## config.mk

```make
export PLATFORM = sky130hd
export DESIGN_NAME = regfile_wb_arbiter
export DESIGN_NICKNAME = d
export VERILOG_FILES = /design/src/rtl/regfile_wb_arbiter.sv
export SDC_FILE = /design/constraint.sdc
export NUM_CORES = 1
export LEC_CHECK = 0
export CORE_AREA = 5 5 89 91
export DETAILED_ROUTE_END_ITERATION = 16
export DIE_AREA = 0 0 94 96
export GPL_TIMING_DRIVEN = 0
export PLACE_DENSITY = 0.8
export SLEW_MARGIN = 5
export SYNTH_ARGS = -nofsm -noshare
export SYNTH_HDL_FRONTEND = slang
export SYNTH_SLANG_ARGS = --single-unit
```

## constraint.sdc

```tcl
create_clock -name clk -period 1.55 [get_ports clk]
set_input_delay 0.31 -clock clk [delete_from_list [all_inputs] [get_ports clk]]
set_output_delay 0.31 -clock clk [all_outputs]
set_load 0.02 [all_outputs]
```

## src/rtl/regfile_wb_arbiter.sv

```systemverilog
// Writeback arbiter for the RV32I register file: debug has fixed priority,
// ALU and LSU alternate on contention, and the winner is registered for one cycle.
module regfile_wb_arbiter #(
    parameter int ADDR_WIDTH = 5,
    parameter int DATA_WIDTH = 32
) (
    input  logic                  clk,
    input  logic                  rst,
    input  logic                  i_hold,

    input  logic                  i_dbg_valid,
    input  logic [ADDR_WIDTH-1:0] i_dbg_addr,
    input  logic [DATA_WIDTH-1:0] i_dbg_data,
    output logic                  o_dbg_ready,

    input  logic                  i_alu_valid,
    input  logic [ADDR_WIDTH-1:0] i_alu_addr,
    input  logic [DATA_WIDTH-1:0] i_alu_data,
    output logic                  o_alu_ready,

    input  logic                  i_lsu_valid,
    input  logic [ADDR_WIDTH-1:0] i_lsu_addr,
    input  logic [DATA_WIDTH-1:0] i_lsu_data,
    output logic                  o_lsu_ready,

    output logic                  o_we,
    output logic [ADDR_WIDTH-1:0] o_wr_address,
    output logic [DATA_WIDTH-1:0] o_wr_data,
    output logic [3:0]            o_alu_wait_cnt
);

    typedef enum logic {
        GRANT_ALU = 1'b0,
        GRANT_LSU = 1'b1
    } grant_e;

    grant_e                last_grant_q, last_grant_d;
    logic                  we_q, we_d;
    logic [ADDR_WIDTH-1:0] addr_q, addr_d;
    logic [DATA_WIDTH-1:0] data_q, data_d;
    logic [3:0]            wait_cnt_q, wait_cnt_d;

    logic dbg_ready, alu_ready, lsu_ready;

    // NOTE: every signal written here gets a default first, so no path can infer a latch.
    always_comb begin
        dbg_ready = 1'b0;
        alu_ready = 1'b0;
        lsu_ready = 1'b0;
        if (!rst && !i_hold) begin
            if (i_dbg_valid) begin
                dbg_ready = 1'b1;
            end else if (i_alu_valid && (!i_lsu_valid || last_grant_q == GRANT_LSU)) begin
                alu_ready = 1'b1;
            end else if (i_lsu_valid) begin
                lsu_ready = 1'b1;
            end
        end
    end

    always_comb begin
        last_grant_d = last_grant_q;
        we_d         = 1'b0;
        addr_d       = addr_q;
        data_d       = data_q;

        if (dbg_ready) begin
            we_d   = (i_dbg_addr != '0);
            addr_d = i_dbg_addr;
            data_d = i_dbg_data;
        end else if (alu_ready) begin
            we_d         = (i_alu_addr != '0);
            addr_d       = i_alu_addr;
            data_d       = i_alu_data;
            last_grant_d = GRANT_ALU;
        end else if (lsu_ready) begin
            we_d         = (i_lsu_addr != '0);
            addr_d       = i_lsu_addr;
            data_d       = i_lsu_data;
            last_grant_d = GRANT_LSU;
        end

        // Stall profiling only: counts cycles the ALU waits, independent of hold.
        if (!i_alu_valid || alu_ready) begin
            wait_cnt_d = 4'd0;
        end else if (wait_cnt_q != 4'd15) begin
            wait_cnt_d = wait_cnt_q + 4'd1;
        end else begin
            wait_cnt_d = wait_cnt_q;
        end
    end

    // NOTE: sequential state uses non-blocking assignments so all registers update together.
    always_ff @(posedge clk or posedge rst) begin
        if (rst) begin
            last_grant_q <= GRANT_LSU;
            we_q         <= 1'b0;
            addr_q       <= '0;
            data_q       <= '0;
            wait_cnt_q   <= 4'd0;
        end else begin
            last_grant_q <= last_grant_d;
            we_q         <= we_d;
            addr_q       <= addr_d;
            data_q       <= data_d;
            wait_cnt_q   <= wait_cnt_d;
        end
    end

    assign o_dbg_ready    = dbg_ready;
    assign o_alu_ready    = alu_ready;
    assign o_lsu_ready    = lsu_ready;
    assign o_we           = we_q;
    assign o_wr_address   = addr_q;
    assign o_wr_data      = data_q;
    assign o_alu_wait_cnt = wait_cnt_q;

endmodule

```

==> impl_metrics.json <==
{
  "worstPathRequired_ns": 1.24,
  "drv_slew": 0,
  "syn_to_final_growth_pct": 77.9,
  "hold_ws_ns": 0.126,
  "holdBufCountCts": 0,
  "std_cell_rows": 31,
  "ant_nets": 0,
  "yosysUniqueCellTypes": 35,
  "ys_top_cells_by_area": "dfrtp_1 (41%), o2111ai_2 (11%), nand3_1 (7.7%)",
  "io-pin-count": 162,
  "power_density_nw_per_um2": 813,
  "floorplan.initialDensity": 0.359,
  "synth_seq_cells": 43,
  "grt.total_usage": 0.215,
  "path_class": "flip-flop to output pin",
  "synth_area_um2": 2530,
  "status": "complete, but fails checks",
  "wl_per_cell_um": 17.3,
  "pre_cts_slack_ns": -1.12,
  "cp-end-kind": "output pin",
  "cap_violations": 0,
  "path_cells": "nand2b_4, nand3_4, buf_12, clkinv_4, buf_6",
  "worstSkewPairLatency_ns": 0.30,
  "hold_viol": 0,
  "final-seq-area_um2": 1080,
  "critPathLaunchType": "flip-flop",
  "setup_viol": 2,
  "reg2reg_to": "o_wr_data[16]",
  "leakage_nw": 2.03,
  "drc": 0,
  "clk_path_buf_depth": 2,
  "drt_iter0_drc": 120,
  "final_util": 0.639,
  "max_freq_mhz": 567,
  "ys_warn_count": 0,
  "nets": 581,
  "die_area_um2": 9020,
  "grt_pass1_vias": 3151,
  "antenna_found_initial": 1,
  "hp-class": "input pin to async pin",
  "grt_max_degree": 32,
  "crit_arrival_ns": 1.45,
  "finalWorstSetupSlack_ns": -0.214,
  "synth.largest_area_cell": "dfrtp_1",
  "synthFlopType": "dfrtp_1",
  "rsz0062_at_grt": "true",
  "synth_compound_area_frac": 0.272,
  "synth_edf_count": 0,
  "ir_worst_vdd_mv": 0.485,
  "grt_pass1_wl_mm": 15.4,
  "die_height_um": 96,
  "routed_wl_mm": 9.78,
  "synth.top_cell.area_share": 0.415,
  "synth-simple-area-share": 0.183,
  "final_layout_size_suffix_gt1_frac": 0.159,
  "period_share": 1.14,
  "viasPerCell": 5.21,
  "crit_slowest_cell": "dfstp_2",
  "synth_cells": 284,
  "crit_family": "flip-flops",
  "yosys-mux-area-fraction": 0.00395,
  "post-route-min-period_ns": 1.76,
  "reg2reg_slack_ns": 0.03,
  "cts_max_level": 2,
  "cts.sinks": 43,
  "cts_tree": "built",
  "crit_path_max_incr_delay_ns": 0.59,
  "async_flop_share": 1.00,
  "hpwl_mm": 7.34,
  "reg2reg_from": "last_grant_q",
  "synth_nets": 402,
  "fin_skew_ns": 0.00832,
  "drtPass1Iterations": 6,
  "multi_input_area_um2": 1230,
  "port_buffers": 161,
  "slew_headroom": 0.667,
  "core_um2": 7060,
  "worst_setup_path_startpoint": "last_grant_q",
  "violations": "negative setup slack",
  "worst-path-max-fanout": 3,
  "worst_r2r_path_depth": 6,
  "cts_root_buf": "clkbuf_8",
  "fill_cells": 641,
  "grt.overflow.total": 0,
  "die_width_um": 94,
  "gp_congestion": 0.736,
  "syn_avg_cell_area_um2": 8.93,
  "vias": 2939,
  "seq_area_frac_synth": 0.425,
  "tightest_slew_ns": 0.500,
  "synth-xor-area-share": 0.00346,
  "path_buf_inv": 3,
  "cts.reportedPaths.clkPinSlew_ns": 0.08,
  "cts_buffers": 5,
  "synth_fa_ha_area_frac": 0.00494,
  "total_power_mw": 3.67,
  "synth_top_family_by_area": "compound AO/OA/AOI/OAI gates"
}
worst max-delay path by stage:
stage | end | slack (ns) | cells after the start
after detailed placement | o_lsu_ready | -1.12 | 6
after global placement | o_lsu_ready | -1.13 | 6
after global routing | o_alu_ready | -0.28 | 5
final | o_alu_ready | -0.21 | 5
after CTS | o_alu_ready | -0.27 | 6
after floorplan | o_lsu_ready | 0.10 | 4
cell type report:
class,instances,area share
Sequential cell,43,0.239
Multi-Input combinational cell,180,0.272
Antenna cell,1,0.000555
Clock inverter,1,0.00666
Tap cell,99,0.0275
Timing Repair Buffer,176,0.373
Inverter,38,0.0327
Buffer,19,0.0322
Clock buffer,7,0.0169
power breakdown:
group	switching (mW)	leakage, nW	internal (mW)
sequential	0.0989	0.535	1.31
combinational	0.690	1.45	0.697
clock	0.387	0.0525	0.483
total	1.18	2.03	2.49
cells in the mapped netlist, types with 2 or more instances:
cell,n
buf_2,11
nand2_1,37
o21ai_1,37
nor3_4,2
o2111ai_2,18
clkbuf_1,7
o2111ai_1,18
a31oi_1,2
buf_4,2
or4_1,3
inv_1,37
dfrtp_1,42
nor2_1,6
buf_6,3
nand3_1,39
per-stage QoR:
stage	area, µm²	setup TNS [ns]	instances
2_1_floorplan	2530	0	284
3_3_place_gp	4270	-58.63	544
3_5_place_dp	4290	-21.67	545
4_1_cts	4480	-0.534	561
5_1_grt	4510	-0.516	564
6_report	4510	-0.370	564
flip-flops by register name, indices dropped and copies added, names as in the netlist:
| name | cells |
|---|---|
| last_grant_q | 1 |
| o_wr_data | 32 |
| o_wr_address | 5 |
| o_we | 1 |
| o_alu_wait_cnt | 4 |
worst reg2reg max path: stages (launching register included):
cell and delay, ns:
dfstp_2 0.59, a21boi_4 0.08, buf_6 0.15, buf_4 0.13
buf_4 0.17, a32oi_2 0.17, nand3_1 0.10
cell usage in the layout, fill, tap and decap left out, types with 2 or more instances in the layout:
cell type          n
clkdlybuf4s15_2    2
nand2_1           37
o2111ai_2         18
a31oi_1            2
clkdlybuf4s50_1  111
inv_1             36
dfrtp_1           42
nand3_1           39
o2111ai_1         18
buf_6              3
nor3_4             2
clkbuf_2           2
buf_2              9
clkbuf_1           4
buf_12             3
clkbuf_8           6
or4_1              3
buf_4             16
nor2_1             6
o21ai_1           37
dlygate4sd2_1     45
metal layers:
layer / global-route usage / vias up / share of wire
met5: 0 / - / 0
met3: 0.0563 / 21 / 0.073
met2: 0.378 / 133 / 0.50
met1: 0.259 / 1408 / 0.41
met4: 0.0602 / 0 / 0.019
li1: - / 1377 / -
kinds of logic after synthesis:
| kind of cell | count (synthesis) |
|---|---|
| flops | 43 |
| buf+inv | 61 |
| fa+ha+maj | 1 |
| compound gates | 83 |
| simple gates | 94 |
| mux | 1 |
| xor+xnor | 1 |
timing repair:
item	4_1_cts	5_1_grt
cloned	0	0
buffers inserted	10	5
setup endpoints to repair	79	35
pin swaps	2	3
gates resized for setup	83	10
Note: power is estimated with default switching activity, not from simulation.
==> RTL edit 1, RTL diff (config.mk and constraints unchanged) <==
Take the reset off `addr_q` and load it in a clocked block of its own.
--- a/src/rtl/regfile_wb_arbiter.sv
+++ b/src/rtl/regfile_wb_arbiter.sv
@@ -95,16 +95,18 @@
         if (rst) begin
             last_grant_q <= GRANT_LSU;
             we_q         <= 1'b0;
-            addr_q       <= '0;
             data_q       <= '0;
             wait_cnt_q   <= 4'd0;
         end else begin
             last_grant_q <= last_grant_d;
             we_q         <= we_d;
-            addr_q       <= addr_d;
             data_q       <= data_d;
             wait_cnt_q   <= wait_cnt_d;
         end
+    end
+
+    always_ff @(posedge clk) begin
+        addr_q <= addr_d;
     end
 
     assign o_dbg_ready    = dbg_ready;
Formal check against the unedited RTL: differs if rst is asserted again (counterexample within 4 cycles, from zero or initial values and one cycle with rst high); with rst held inactive, the same outputs for 10 cycles.
==> RTL edit 1 against the unedited design <==
Power is 7.0% lower; clock power is 19% lower; sequential power hardly changed; cell area is 6.0% lower; worst setup slack better by 0.051 ns; the run still ends with negative setup slack left; sequential cell count stayed put; highest routed layer unchanged; area after synthesis is 11% lower; count of clock-buffer cells in the layout is 1 lower; largest power group unchanged; routed wire length is 9.8% lower; cell count is 18% lower.
==> RTL edit 1: results (changes against the unedited design) <==
Post-synth EDFFs=5 (was 0); GRT Util Overall=18.8% (was 21.5%); layout cells sized above 1=15.8% (was 15.9%); DRT iter0 DRCs=135 (was 120); Synth Area in Compound Gates=33.5% (was 27.2%); fraction of registers with async set/reset=88.4% (was 100%); Final nets=483 (was 581); R2R setup slack=-0.08 ns (was 0.03 ns); met2 GRT Util=32.9% (was 37.8%); Worst EP arrival=1.40 ns (was 1.45 ns); first-pass GRT wire length=13.3 mm (was 15.4 mm); Setup Viol. Count Final=37 (was 2); clock skew=0.00761 ns (was 0.00832 ns); met1 GRT Util=22.6% (was 25.9%); post-cts resize count=99 (was 83); Post-Syn Nets=302 (was 402); largest net degree at the start of global routing=39 (was 32); final setup TNS=-2.12 ns (was -0.370 ns); worst setup path endpoint=o_lsu_ready (was o_alu_ready); DP HPWL=6.69 mm (was 7.34 mm); gpl congestion=0.833 (was 0.736); status=finished with violations (unchanged); Post-Synth XOR/XNOR Area=0.390% (was 0.346%); Inst Count DP=444 (was 545); Ant. Diodes=0 (was 1); sw frac=31.3% (was 32.1%); Cells after Synth=184 (was 284); vias in the first global route=2,683 (was 3,151); Setup Buffers After CTS=14 (was 10); worst slew pin tran=0.808 ns (was 0.500 ns); Combinational Power Share=37.9% (was 37.8%); Power Density=804 mW/mm^2 (was 813 mW/mm^2); post-synthesis cell type count=38 (was 35); dpl cell area=0.00400 mm^2 (was 0.00429 mm^2); violated checks=negative setup slack (unchanged); clock share of power=20.7% (was 23.7%); post-synthesis sequential area ratio=49.1% (was 42.5%); P_leak=0.00183 uW (was 0.00203 uW); Worst IR Drop VDD=0.000385 V (was 0.000485 V); fin worst setup slack=-0.163 ns (was -0.214 ns); fin cells=465 (was 564); initial antenna violation count=0 (was 1); via count=2,502 (was 2,939); top post-synthesis cells by count=37 x dfrtp_1, 32 x a32o_1, 31 x a221o_1, 11 x nand2_1, 7 x buf_2 (was 42 x dfrtp_1, 39 x nand3_1, 37 x inv_1, 37 x nand2_1, 37 x o21ai_1)
## RTL edit 1: cell types whose count changed in the layout (fill, tap and decap cells not counted), moves of 17 or more
cell	change
nand3_1	-36
o2111ai_1	-17
a221o_1	+31
o2111ai_2	-18
nand2_1	-26
o21ai_1	-37
a32o_1	+31
inv_1	-35
## RTL edit 1: cell type report
cell class | count | area (um^2) | share of cell area, %
timing repair buffer | 178 | 1730 | 40.7
clock buffer | 6 | 72.6 | 1.71
sequential | 43 | 1100 | 26.0
buffer | 17 | 183 | 4.31
multi-input combinational | 117 | 1000 | 23.7
inverter | 3 | 16.3 | 0.383
clock inverter | 2 | 12.5 | 0.295
tap | 99 | 124 | 2.92
## RTL edit 1: routing by layer
layer	wire (um)	vias up
li1	-	1149
met1	3350	1202
met2	4480	137
met3	848	14
met4	142	0
met5	0	-
## RTL edit 1: worst max-delay path: cells and delay by family (launching register included)
family,cells,cell delay (ns)
flops,1,0.55
buf+inv,3,0.35
simple gates,1,0.15
compound gates,1,0.06
==> RTL edit 2, RTL diff (same flow settings) <==
Without the edit above. `ADDR_WIDTH`: 5 -> 4.
--- a/src/rtl/regfile_wb_arbiter.sv
+++ b/src/rtl/regfile_wb_arbiter.sv
@@ -1,7 +1,7 @@
 // Writeback arbiter for the RV32I register file: debug has fixed priority,
 // ALU and LSU alternate on contention, and the winner is registered for one cycle.
 module regfile_wb_arbiter #(
-    parameter int ADDR_WIDTH = 5,
+    parameter int ADDR_WIDTH = 4,
     parameter int DATA_WIDTH = 32
 ) (
     input  logic                  clk,
Interface: changed (resized i_alu_addr, i_dbg_addr, i_lsu_addr and o_wr_address); port bits go from 162 to 158. No check against the original RTL was run, so the function may have changed too.
==> RTL edit 2 against the unedited design <==
The flow still finishes with violations (negative setup slack); sequential power fell by 3%; sequential cell count decreased by 1; worst setup slack better by 0.056 ns; synthesized cell count unchanged; area after synthesis is 4.1% lower; count of clock-buffer cells in the layout stayed put; routed wire length increased by 9.0%; power down 4.4%; via count grew 5.4%; cell area fell by 4.6%.
==> RTL edit 2: results (changes against the unedited design) <==
Setup Viol. Count Final=2 (unchanged); layout cells sized above 1=14.0% (was 15.9%); Inst Count DP=541 (was 545); DR WL/cell=19.1 um (was 17.3 um); Ant. Diodes=0 (was 1); clock skew=0.00373 ns (was 0.00832 ns); vias in the first global route=3,241 (was 3,151); Area contributors post-synth=dfrtp_1 42%, nand4_1 19%, nand3_1 8.2% (was dfrtp_1 41%, o2111ai_2 11%, nand3_1 7.7%); violated checks=negative setup slack (unchanged); fin cells=557 (was 564); fin worst setup slack=-0.158 ns (was -0.214 ns); post-synthesis sequential area ratio=43.3% (was 42.5%); CP peak stage delay=0.56 ns (was 0.59 ns); Mean Syn Cell Area=8.56 um^2 (was 8.93 um^2); top post-synthesis cells by count=72 x nand4_1, 41 x dfrtp_1, 40 x nand3_1, 36 x nand2_1, 36 x o21ai_1 (was 42 x dfrtp_1, 39 x nand3_1, 37 x inv_1, 37 x nand2_1, 37 x o21ai_1); Post-Syn Nets=399 (was 402); Psw=1220 uW (was 1180 uW); worst slew pin tran=0.453 ns (was 0.500 ns); R2R setup slack=0.12 ns (was 0.03 ns); via count=3,097 (was 2,939); gpl congestion=0.769 (was 0.736); Worst IR Drop VDD=0.000383 V (was 0.000485 V); largest net degree at the start of global routing=25 (was 32); worst r2r dst=o_wr_data[26] (was o_wr_data[16]); status=finished with violations (unchanged)
-- RTL edit 2: cells by family after synthesis --
group | Yosys count | synth area share (%)
AND/OR/NAND/NOR | 163 | 37.0
AO/OA/AOI/OAI | 44 | 10.1
flip-flops | 42 | 43.3
buffers and inverters | 32 | 8.29
XOR/XNOR | 1 | 0.361
multiplexers | 1 | 0.412
adder cells (fa/ha/maj) | 1 | 0.515
-- RTL edit 2: stage by stage --
stage	total power, uW	setup TNS, ns	utilization [%]	setup slack, ns	instance area [um^2]
global route	3670	-0.321	60.9	-0.188	4300
detailed placement	2840	-15.98	58.7	-1.12	4150
CTS	3510	-0.267	60.8	-0.143	4290
global placement	2800	-51.04	58.4	-1.08	4130
finish	3500	-0.264	60.9	-0.158	4300
floorplan	2000	0	-	0.147	2430
-- RTL edit 2: metal layers --
| metal | part of all wire [%] | track usage [%] |
|---|---|---|
| met1 | 39 | 27.1 |
| met2 | 52 | 42.2 |
| met3 | 7.0 | 4.93 |
| met4 | 2.0 | 6.14 |
| met5 | 0 | 0 |
-- RTL edit 2: power by group through the flow --
stage,clock network [uW],registers [uW],logic (uW)
floorplan,0,1610,390
global placement,0,1390,1400
detailed placement,0,1400,1430
CTS,771,1370,1370
global route,816,1400,1450
finish,766,1370,1360
-- RTL edit 2: cell type report --
class	count	area, um^2
Fill cell	672	2760
Buffer	29	220
Tap cell	99	124
Inverter	1	3.75
Multi-Input combinational cell	210	1190
Clock inverter	1	5.00
Timing Repair Buffer	168	1620
Sequential cell	42	1050
Clock buffer	7	86.3
-- RTL edit 2: repair_timing --
action	in CTS	in global routing
resized for setup	79	12
buffers inserted	10	0
pin swaps	2	1
setup endpoints to repair	75	29
hold buffers	0	0
endpoints found under the hold margin	0	0
